`src/rtl/pbus_responder_if.sv`:
```
// Peripheral bus between the CPU memory stage and pbus_responder.
// The toggle in pbus_addr[31] starts a command; pbus_rdata[31] echoes it as ack.
interface pbus_responder_if;
   logic [31:0] pbus_addr;
   logic [31:0] pbus_wdata;
   logic [31:0] pbus_rdata;

   modport master (
      output pbus_addr,
      output pbus_wdata,
      input  pbus_rdata
   );

   modport slave (
      input  pbus_addr,
      input  pbus_wdata,
      output pbus_rdata
   );
endinterface

```
`src/rtl/pbus_responder.sv`:
```
// Toggle-handshake peripheral responder: ID, GPIO, timer, IRQ, scratch.
// Define PBUS_WDT_EN to add the watchdog at offset 0x20.
module pbus_responder #(
   parameter logic [23:0] ID_VALUE = 24'hB50001,
   parameter int          GPIO_W   = 16
) (
   input  logic              clk,
   input  logic              rst,
   pbus_responder_if.slave   bus,
   input  logic [GPIO_W-1:0] gpio_in,
   output logic [GPIO_W-1:0] gpio_out,
   output logic              irq,
   output logic              wdt_rst
);
   typedef enum logic [1:0] {IDLE, EXEC, RESP} state_t;

   state_t state, state_nx;
   logic start, exec;

   logic        req_seen;
   logic        cap_we;
   logic [7:0]  cap_addr;
   logic [23:0] cap_wdata;
   logic        hold_err;
   logic [23:0] hold_data;

   logic [GPIO_W-1:0] sync1, sync2;
   logic [23:0] cnt, cmp, scratch;
   logic [7:0]  pre, prescale;
   logic        en, autoclr, irq_en, flag;

   logic        acc_err;
   logic [23:0] rd_val;
   logic        wr_gpio, wr_cmp, wr_ctrl, wr_stat, wr_scr;
   logic        tick, match, clr_wr;
`ifdef PBUS_WDT_EN
   logic        wr_wdt;
   logic [23:0] wdt_cnt;
   logic        wdt_arm;
`endif

   logic unused_bits;
   assign unused_bits = ^{bus.pbus_addr[29:8], bus.pbus_wdata[31:24]};

   always_ff @(posedge clk) begin
      if (rst) state <= IDLE;
      else     state <= state_nx;
   end

   always_comb begin
      state_nx = state;
      start    = 1'b0;
      exec     = 1'b0;
      case (state)
         IDLE: begin
            if (bus.pbus_addr[31] != req_seen) begin
               start    = 1'b1;
               state_nx = EXEC;
            end
         end
         EXEC: begin
            exec     = 1'b1;
            state_nx = RESP;
         end
         RESP:    state_nx = IDLE;
         default: state_nx = IDLE;
      endcase
   end

   // Register map decode for the captured command.
   always_comb begin
      acc_err = 1'b0;
      rd_val  = '0;
      wr_gpio = 1'b0;
      wr_cmp  = 1'b0;
      wr_ctrl = 1'b0;
      wr_stat = 1'b0;
      wr_scr  = 1'b0;
`ifdef PBUS_WDT_EN
      wr_wdt  = 1'b0;
`endif
      if (cap_addr[1:0] != 2'b00) begin
         acc_err = 1'b1;
      end else begin
         case (cap_addr[7:2])
            6'h00: begin
               rd_val  = ID_VALUE;
               acc_err = cap_we;
            end
            6'h01: begin
               rd_val  = 24'(gpio_out);
               wr_gpio = exec & cap_we;
            end
            6'h02: begin
               rd_val  = 24'(sync2);
               acc_err = cap_we;
            end
            6'h03: begin
               rd_val  = cnt;
               acc_err = cap_we;
            end
            6'h04: begin
               rd_val = cmp;
               wr_cmp = exec & cap_we;
            end
            6'h05: begin
               rd_val  = {8'h00, prescale, 5'b0,
                          irq_en, autoclr, en};
               wr_ctrl = exec & cap_we;
            end
            6'h06: begin
               rd_val  = {23'b0, flag};
               wr_stat = exec & cap_we;
            end
            6'h07: begin
               rd_val = scratch;
               wr_scr = exec & cap_we;
            end
`ifdef PBUS_WDT_EN
            6'h08: begin
               rd_val = wdt_cnt;
               wr_wdt = exec & cap_we;
            end
`endif
            default: acc_err = 1'b1;
         endcase
      end
   end

   assign clr_wr = wr_ctrl & cap_wdata[3];
   assign tick   = en & (pre == prescale) & ~clr_wr;
   assign match  = tick & (cnt == cmp);

   always_ff @(posedge clk) begin
      if (rst) begin
         req_seen       <= 1'b0;
         cap_we         <= 1'b0;
         cap_addr       <= '0;
         cap_wdata      <= '0;
         hold_err       <= 1'b0;
         hold_data      <= '0;
         bus.pbus_rdata <= '0;
      end else begin
         if (start) begin
            req_seen  <= bus.pbus_addr[31];
            cap_we    <= bus.pbus_addr[30];
            cap_addr  <= bus.pbus_addr[7:0];
            cap_wdata <= bus.pbus_wdata[23:0];
         end
         if (exec) begin
            hold_err  <= acc_err;
            hold_data <= (acc_err | cap_we) ? '0 : rd_val;
         end
         if (state == RESP)
            bus.pbus_rdata <= {req_seen, hold_err, 6'b0, hold_data};
      end
   end

   always_ff @(posedge clk) begin
      if (rst) begin
         sync1    <= '0;
         sync2    <= '0;
         gpio_out <= '0;
         cmp      <= '0;
         scratch  <= '0;
         en       <= 1'b0;
         autoclr  <= 1'b0;
         irq_en   <= 1'b0;
         prescale <= '0;
      end else begin
         sync1 <= gpio_in;
         sync2 <= sync1;
         if (wr_gpio) gpio_out <= cap_wdata[GPIO_W-1:0];
         if (wr_cmp)  cmp      <= cap_wdata;
         if (wr_scr)  scratch  <= cap_wdata;
         if (wr_ctrl) begin
            en       <= cap_wdata[0];
            autoclr  <= cap_wdata[1];
            irq_en   <= cap_wdata[2];
            prescale <= cap_wdata[15:8];
         end
      end
   end

   // A clr write wins over any tick evaluated on the same edge.
   always_ff @(posedge clk) begin
      if (rst) begin
         cnt  <= '0;
         pre  <= '0;
         flag <= 1'b0;
         irq  <= 1'b0;
      end else begin
         if (clr_wr) begin
            cnt <= '0;
            pre <= '0;
         end else if (tick) begin
            pre <= '0;
            cnt <= (match & autoclr) ? '0 : cnt + 24'd1;
         end else if (en) begin
            pre <= pre + 8'd1;
         end
         if (match)
            flag <= 1'b1;
         else if (wr_stat & cap_wdata[0])
            flag <= 1'b0;
         irq <= flag & irq_en;
      end
   end

`ifdef PBUS_WDT_EN
   always_ff @(posedge clk) begin
      if (rst) begin
         wdt_cnt <= '0;
         wdt_arm <= 1'b0;
         wdt_rst <= 1'b0;
      end else begin
         wdt_rst <= 1'b0;
         if (wr_wdt) begin
            wdt_cnt <= cap_wdata;
            wdt_arm <= |cap_wdata;
         end else if (wdt_arm) begin
            wdt_cnt <= wdt_cnt - 24'd1;
            if (wdt_cnt == 24'd1) begin
               wdt_arm <= 1'b0;
               wdt_rst <= 1'b1;
            end
         end
      end
   end
`else
   assign wdt_rst = 1'b0;
`endif
endmodule
```
`src/flat_wrapper.sv`:
```
// flat-port wrapper written by rule: the top's interface ports become plain ports
module pbus_responder_flat 
#(
   parameter logic [23:0] ID_VALUE = 24'hB50001,
   parameter int          GPIO_W   = 16
)
  (clk, rst, gpio_in, gpio_out, irq, wdt_rst, bus_pbus_addr, bus_pbus_wdata, bus_pbus_rdata);
  pbus_responder_if bus_i ();
  input  logic clk;
  input  logic rst;
  input  logic [GPIO_W-1:0] gpio_in;
  output logic [GPIO_W-1:0] gpio_out;
  output logic irq;
  output logic wdt_rst;
  input wire logic [$bits(bus_i.pbus_addr)-1:0] bus_pbus_addr;
  input wire logic [$bits(bus_i.pbus_wdata)-1:0] bus_pbus_wdata;
  output wire logic [$bits(bus_i.pbus_rdata)-1:0] bus_pbus_rdata;
  assign bus_i.pbus_addr = bus_pbus_addr;
  assign bus_i.pbus_wdata = bus_pbus_wdata;
  assign bus_pbus_rdata = bus_i.pbus_rdata;
  pbus_responder #(.ID_VALUE(ID_VALUE), .GPIO_W(GPIO_W)) u_core (.clk(clk), .rst(rst), .bus(bus_i), .gpio_in(gpio_in), .gpio_out(gpio_out), .irq(irq), .wdt_rst(wdt_rst));
endmodule
```
`config.mk`:
```
export PLATFORM = sky130hd
export DESIGN_NAME = pbus_responder_flat
export DESIGN_NICKNAME = d
export VERILOG_FILES = /design/src/rtl/pbus_responder_if.sv /design/src/rtl/pbus_responder.sv /design/src/flat_wrapper.sv
export SDC_FILE = /design/constraint.sdc
export NUM_CORES = 1
export LEC_CHECK = 0
export ABC_AREA = 1
export CAP_MARGIN = 20
export CORE_UTILIZATION = 58
export CTS_CLUSTER_SIZE = 25
export DETAILED_ROUTE_END_ITERATION = 8
export GPL_ROUTABILITY_DRIVEN = 0
export GPL_TIMING_DRIVEN = 0
export PLACE_DENSITY = 0.84
export SYNTH_ARGS = -nofsm -noshare
export SYNTH_HDL_FRONTEND = slang
export SYNTH_SLANG_ARGS = --single-unit
```
`constraint.sdc`:
```
create_clock -name clk -period 4.6 [get_ports clk]
set_input_delay 0.46 -clock clk [delete_from_list [all_inputs] [get_ports clk]]
set_output_delay 0.46 -clock clk [all_outputs]
set_load 0.05 [all_outputs]
```
==> impl_metrics.py, run 1 <==
metrics = {
    "placement": {
        "place_area_um2": 10720,
        "port_buffers": 94,
        "dp.cells": 1623,
        "dp_hpwl_um": 20650,
    },
    "timing": {
        "slew_violations": 0,
        "tns_ps": 0,
        "fin_crit_ps": 2342,
        "final-setup-viol-count": 0,
        "worstMarginPinSlew_ps": 964.7,
        "grt_setup_unrepaired": "no",
        "fin_skew_ps": 10.46,
        "hold_viol": 0,
        "slew_headroom": 0.3501,
        "fin_crit_sh": 0.5092,
        "max_freq_mhz": 426.9,
    },
    "worst_hold_path": {
        "min_path_cells": 2,
        "min_to": "u_core.sync2[0]$_SDFF_PP0_",
        "min_from": "u_core.sync1[0]$_SDFF_PP0_",
        "min_path_type": "flip-flop to flip-flop",
    },
    "critical_path": {
        "path_cells": "clkdlybuf4s50_1 -> o21ai_0 -> clkbuf_1 -> clkbuf_1 -> a21oi_1",
        "path_class": "input port to flip-flop",
        "r2r-start": "u_core.req_seen$_SDFFE_PP0P_",
        "cp_data_arrival_time_ps": 2720,
        "max_stage_delay_ps": 770,
        "worstSetupStartpointType": "input port",
        "end_kind": "flip-flop",
        "ff2ff_setup_slack_ps": 2330,
        "reg2regPathDepth": 4,
        "crit_path_frequent_cell": "clkbuf_1",
        "critPathSlowestCell": "o21ai_0",
        "path_max_fanout": 10,
        "regToRegEndpoint": "u_core.cap_wdata[11]$_SDFFE_PP0P_",
        "cp_data_required_time_ps": 4970,
    },
    "power": {
        "p_clk_frac": 0.422,
        "power_leakage_nw": 4.518,
        "power_mw": 4.472,
        "p_sw_frac": 0.2625,
        "p_per_area_nw_per_um2": 389.9,
        "irDropWorstVdd_mv": 0.2837,
        "p_int_mw": 3.298,
        "pwr-share-comb": 0.113,
        "seq_power_share": 0.466,
        "switchingPower_mw": 1.174,
    },
    "global_route": {
        "grt_max_degree": 15,
        "grt_pass1_wl_um": 44640,
        "grt_pass1_vias": 8591,
        "grt_use_total": 0.3475,
        "grt-ovfl-total": 0,
        "antenna_found_initial": 0,
    },
    "synth": {
        "yosys_most_used_dff": "dfxtp_1",
        "synth_top_area_frac": 0.4814,
        "yosysSeqAreaShare": 0.4814,
        "yosysTopAreaCell": "dfxtp_1",
        "synthTopCellsByArea": "dfxtp_1 48%, nand2_1 9.1%, a21oi_1 8.8%, o21ai_0 8.3%, nor2_1 6.9%",
        "yosysWarnings": 0,
        "postSynthAreaPerCell_um2": 7.254,
        "synth_cell_types": 37,
        "synth_edf_count": 0,
        "synthesis.area_um2": 9482,
        "synth_seq_cells": 228,
        "synthArstFlopShare": 0,
        "syn-instance-count": 1307,
    },
    "layout": {
        "n_antenna_cell": 0,
        "final-seq-area_um2": 4564,
        "fillerInstances": 1284,
        "final_core_util": 0.7194,
        "design.final.nets": 1516,
        "drive_gt1_frac": 0.06837,
        "post-route-cell-area_um2": 11470,
        "syn_to_final_growth_pct": 20.97,
        "fin_cells": 1664,
        "multiInputGateArea_um2": 4028,
    },
    "outcome": {
        "status": "completed",
    },
    "floorplanning": {
        "rows": 46,
        "ios": 132,
        "initial_utilization": 0.5947,
        "die_w_um": 129.9,
        "die_height_um": 129.9,
        "core_area_um2": 15940,
        "dieArea_um2": 16860,
    },
    "clocking": {
        "clk_pin_slew_ps": 70,
        "cts_root_buf": "clkbuf_16",
        "hold_buffers": 0,
        "cts_tree": "built",
        "cts_setup_buffers": 0,
        "numCtsBuffers": 23,
        "cts_buffer_depth": 3,
        "cts_max_level": 1,
        "clk_latency_ps": 510,
        "cts.repair.resized": 0,
        "cts.sinks": 228,
    },
    "drt": {
        "dr.pass1.iters": 8,
        "ant_nets": 0,
        "drt_iter0_markers": 1175,
        "num_vias": 9357,
        "wl_per_cell_um": 17.01,
        "wl_um": 28300,
        "drc": 0,
        "via_per_inst": 5.623,
    },
    "job": {
        "max-cap-violations": 0,
    },
}
==> cells by family (layout without fill, tap and decap cells) <==
logic type | Yosys count | in the layout | share of synthesized area
AND/OR/NAND/NOR | 479 | 479 | 0.2114
AO/OA/AOI/OAI | 352 | 352 | 0.1904
flip-flops | 228 | 228 | 0.4814
buffers and inverters | 226 | 361 | 0.09620
XOR/XNOR | 19 | 19 | 0.01755
adder cells (fa/ha/maj) | 2 | 2 | 0.002639
other | 1 | 7 | 0.0003955
==> area by class of cell <==
class	count	share of cell area
plain buffers	68	0.02760
clock buffers	30	0.05596
clock inverters	11	0.009818
inverters	158	0.05193
multi-input cells	859	0.3511
flip-flops and latches	228	0.3979
well taps	216	0.02356
repair buffers	94	0.08203
==> power by group through the flow <==
stage	Combinational (mW)	Sequential, mW	Clock [mW]
5_1_grt	0.545	2.09	1.97
3_3_place_gp	0.477	2.12	0
2_1_floorplan	0.254	2.17	0
4_1_cts	0.493	2.08	1.88
3_5_place_dp	0.488	2.13	0
6_report	0.505	2.08	1.89
==> state kept, by name, indices dropped and copies added, names as in the netlist, 2 cells and up <==
register / cells
u_core.bus.pbus_rdata: 26
u_core.cap_wdata: 24
u_core.cmp: 24
u_core.cnt: 24
u_core.hold_data: 24
u_core.scratch: 24
u_core.gpio_out: 16
u_core.sync1: 16
u_core.sync2: 16
u_core.cap_addr: 8
u_core.pre: 8
u_core.prescale: 8
u_core.state: 2
==> placed cells by master, fill, tap and decap left out, types with 23 or more instances in the layout <==
master / netlist / routed
inv_1: 142 / 142
nor2_1: 174 / 174
nand2_1: 230 / 230
dfxtp_1: 228 / 228
nand3_1: 34 / 34
o21ai_0: 158 / 158
a21oi_1: 166 / 166
clkbuf_1: 40 / 43
clkbuf_16: 0 / 23
clkdlybuf4s50_1: 0 / 94
==> how the worst max path moves through the flow <==
stage | startpoint | endpoint | cells after the start
global route | bus_pbus_addr[31] | u_core.cap_addr[1]$_SDFFE_PP0P_ | 5
global placement | rst | u_core.state[0]$_SDFFE_PP0P_ | 4
detailed placement | bus_pbus_addr[31] | u_core.cap_addr[5]$_SDFFE_PP0P_ | 5
finish | bus_pbus_addr[31] | u_core.cap_wdata[11]$_SDFFE_PP0P_ | 5
floorplan | u_core.cnt[1]$_SDFFE_PP0P_ | u_core.cnt[18]$_SDFFE_PP0P_ | 10
CTS | u_core.gpio_out[6]$_SDFFE_PP0P_ | gpio_out[6] | 1
==> per-layer routing <==
metal  up-vias  GRT usage  share of wire
li1       4425          -              -
met1      4176     0.4324           0.38
met2       604     0.5477           0.43
met3       152    0.07790           0.11
met4         0     0.2202          0.072
met5         -          0              0
==> synthesized netlist by cell type, types with 8 or more instances <==
cell        n
a21oi_1   166
buf_2      16
buf_4       9
clkbuf_1   40
dfxtp_1   228
inv_1     142
inv_2      13
nand2_1   230
nand3_1    34
nand4_1    11
nor2_1    174
o21ai_0   158
o21ai_1     8
xor2_1     15
==> stage by stage <==
step	hold slack [ps]	worst slack, ps
global route	416.3	2208
CTS	396.5	2358
global placement	391.1	1958
floorplan	388.3	3019
finish	395.6	2258
detailed placement	392.0	1925
==> critical path, delay by kind of cell <==
family / cells / cell delay [ps]
buffers and inverters: 3 / 1340
AOI/OAI and AO/OA: 2 / 910
Note: power is estimated with default switching activity, not from simulation.
==> run 2: changes to the inputs <==
Settings changed: CORE_UTILIZATION 58 to 55, PLACE_DENSITY 0.84 to 0.8.
Clock period 4.6 ns to 2.42 ns, I/O delays scaled along.
==> run 2 against run 1 <==
Die area increased by 5.4%; register-to-register slack got worse by 2200 ps; final area increased by 0.46%; combinational power increased by 87%; first-iteration DRC count decreased by 11%; wire length decreased by 2.1%; largest cell class unchanged.
==> impl_metrics.py, run 2 (synthesis results as in run 1) <==
metrics = {
    "timing": {
        "max_freq_mhz": 433.3,
        "whs_ps": 246.4,
        "fin_skew_ps": 16.81,
        "final-setup-viol-count": 0,
        "fin_crit_sh": 0.9536,
        "slew_headroom": 0.2898,
        "fin_ws_ps": 112.4,
        "tns_ps": 0,
        "hold_viol": 0,
        "fin_crit_ps": 2308,
        "worstMarginPinSlew_ps": 1054,
        "grt_setup_unrepaired": "no",
        "slew_violations": 0,
    },
    "drt": {
        "dr.pass1.iters": 6,
        "wl_um": 27700,
        "drc": 0,
        "drt_iter0_markers": 1046,
        "wl_per_cell_um": 16.60,
        "ant_nets": 0,
        "via_per_inst": 5.562,
        "num_vias": 9283,
    },
    "layout": {
        "post-route-cell-area_um2": 11520,
        "design.final.nets": 1516,
        "fillerInstances": 1413,
        "final_common_cell": "nand2_1",
        "largest_reg_flops": 26,
        "drive_gt1_frac": 0.06970,
        "final_cell_mix": "230 x nand2_1, 228 x dfxtp_1, 174 x nor2_1, 166 x a21oi_1, 158 x o21ai_0",
        "n_antenna_cell": 0,
        "multiInputGateArea_um2": 4028,
        "syn_to_final_growth_pct": 21.52,
        "final_core_util": 0.6899,
        "final-seq-area_um2": 4564,
        "fin_cells": 1669,
        "top_register": "u_core.bus.pbus_rdata",
    },
    "critical_path": {
        "worstSetupStartpointType": "flip-flop",
        "crit_path_frequent_cell": "clkbuf_1",
        "path_cells": "o21ai_0 -> clkbuf_1 -> clkbuf_1 -> a21oi_1",
        "max_stage_delay_ps": 830,
        "cp-startpoint": "u_core.req_seen$_SDFFE_PP0P_",
        "path_class": "flip-flop to flip-flop",
        "path_max_fanout": 10,
        "cp_data_required_time_ps": 2810,
        "critPathSlowestCell": "o21ai_0",
        "end_kind": "flip-flop",
        "r2r-start": "u_core.req_seen$_SDFFE_PP0P_",
        "cp_data_arrival_time_ps": 2690,
    },
    "floorplanning": {
        "ios": 132,
        "initial_utilization": 0.5677,
        "core_area_um2": 16700,
        "dieArea_um2": 17770,
        "rows": 47,
        "die_w_um": 133.3,
        "die_height_um": 133.3,
    },
    "placement": {
        "pre_cts_slack_ps": -69.46,
        "port_buffers": 94,
        "place_area_um2": 10720,
        "dp_hpwl_um": 20840,
        "dp.cells": 1627,
    },
    "clocking": {
        "clk_latency_ps": 520,
        "numCtsBuffers": 23,
        "hold_buffers": 0,
        "cts.repair.resized": 0,
        "cts.sinks": 228,
        "cts_max_level": 1,
        "cts_setup_buffers": 0,
        "cts_tree": "built",
        "cts_buffer_depth": 3,
        "cts_root_buf": "clkbuf_16",
        "clk_pin_slew_ps": 60,
    },
    "outcome": {
        "status": "completed",
    },
    "worst_hold_path": {
        "min_from": "gpio_in[13]",
        "min_path_type": "input port to flip-flop",
    },
    "power": {
        "power_leakage_nw": 4.547,
        "p_per_area_nw_per_um2": 749.0,
        "irDropWorstVdd_mv": 0.6321,
        "power_mw": 8.631,
    },
    "global_route": {
        "grt_pass1_wl_um": 43630,
        "grt_pass1_vias": 8290,
        "grt-ovfl-total": 0,
        "grt_use_total": 0.3155,
        "grt_max_degree": 15,
        "antenna_found_initial": 0,
    },
    "job": {
        "max-cap-violations": 0,
    },
}
[run 2: layout make-up]
class,count,area share
plain buffers,68,0.02747
clock buffers,33,0.06016
clock inverters,9,0.009447
inverters,158,0.05169
multi-input cells,859,0.3495
flip-flops and latches,228,0.3961
well taps,220,0.02389
repair buffers,94,0.08166
[run 2: worst paths after layout]
| check | slack [ps] | cells after the start | to |
|---|---|---|---|
| min | 250 | 3 | u_core.sync1[13]$_SDFF_PP0_ |
| max reg2reg | 110 | 4 | u_core.cap_wdata[3]$_SDFFE_PP0P_ |
| min reg2reg | 400 | 2 | u_core.sync2[11]$_SDFF_PP0_ |
| max | 110 | 4 | u_core.cap_wdata[3]$_SDFFE_PP0P_ |
[run 2: per-layer routing]
layer | track usage | share of wire | routed length (um)
met1 | 0.4185 | 0.40 | 11090
met2 | 0.4965 | 0.44 | 12170
met3 | 0.04186 | 0.099 | 2751
met4 | 0.1780 | 0.061 | 1691
met5 | 0 | 0 | 0
[run 2: power breakdown]
part / internal [mW] / switching (mW)
sequential: 3.90 / 0.0614
clock: 2.21 / 1.51
combinational: 0.290 / 0.656
total: 6.40 / 2.23
[run 2: worst max-delay path, delay by kind of cell, from the launching register on]
family | cells | cell delay [ps]
flip-flops | 1 | 320
AO/OA/AOI/OAI | 2 | 970
buffers and inverters | 2 | 880
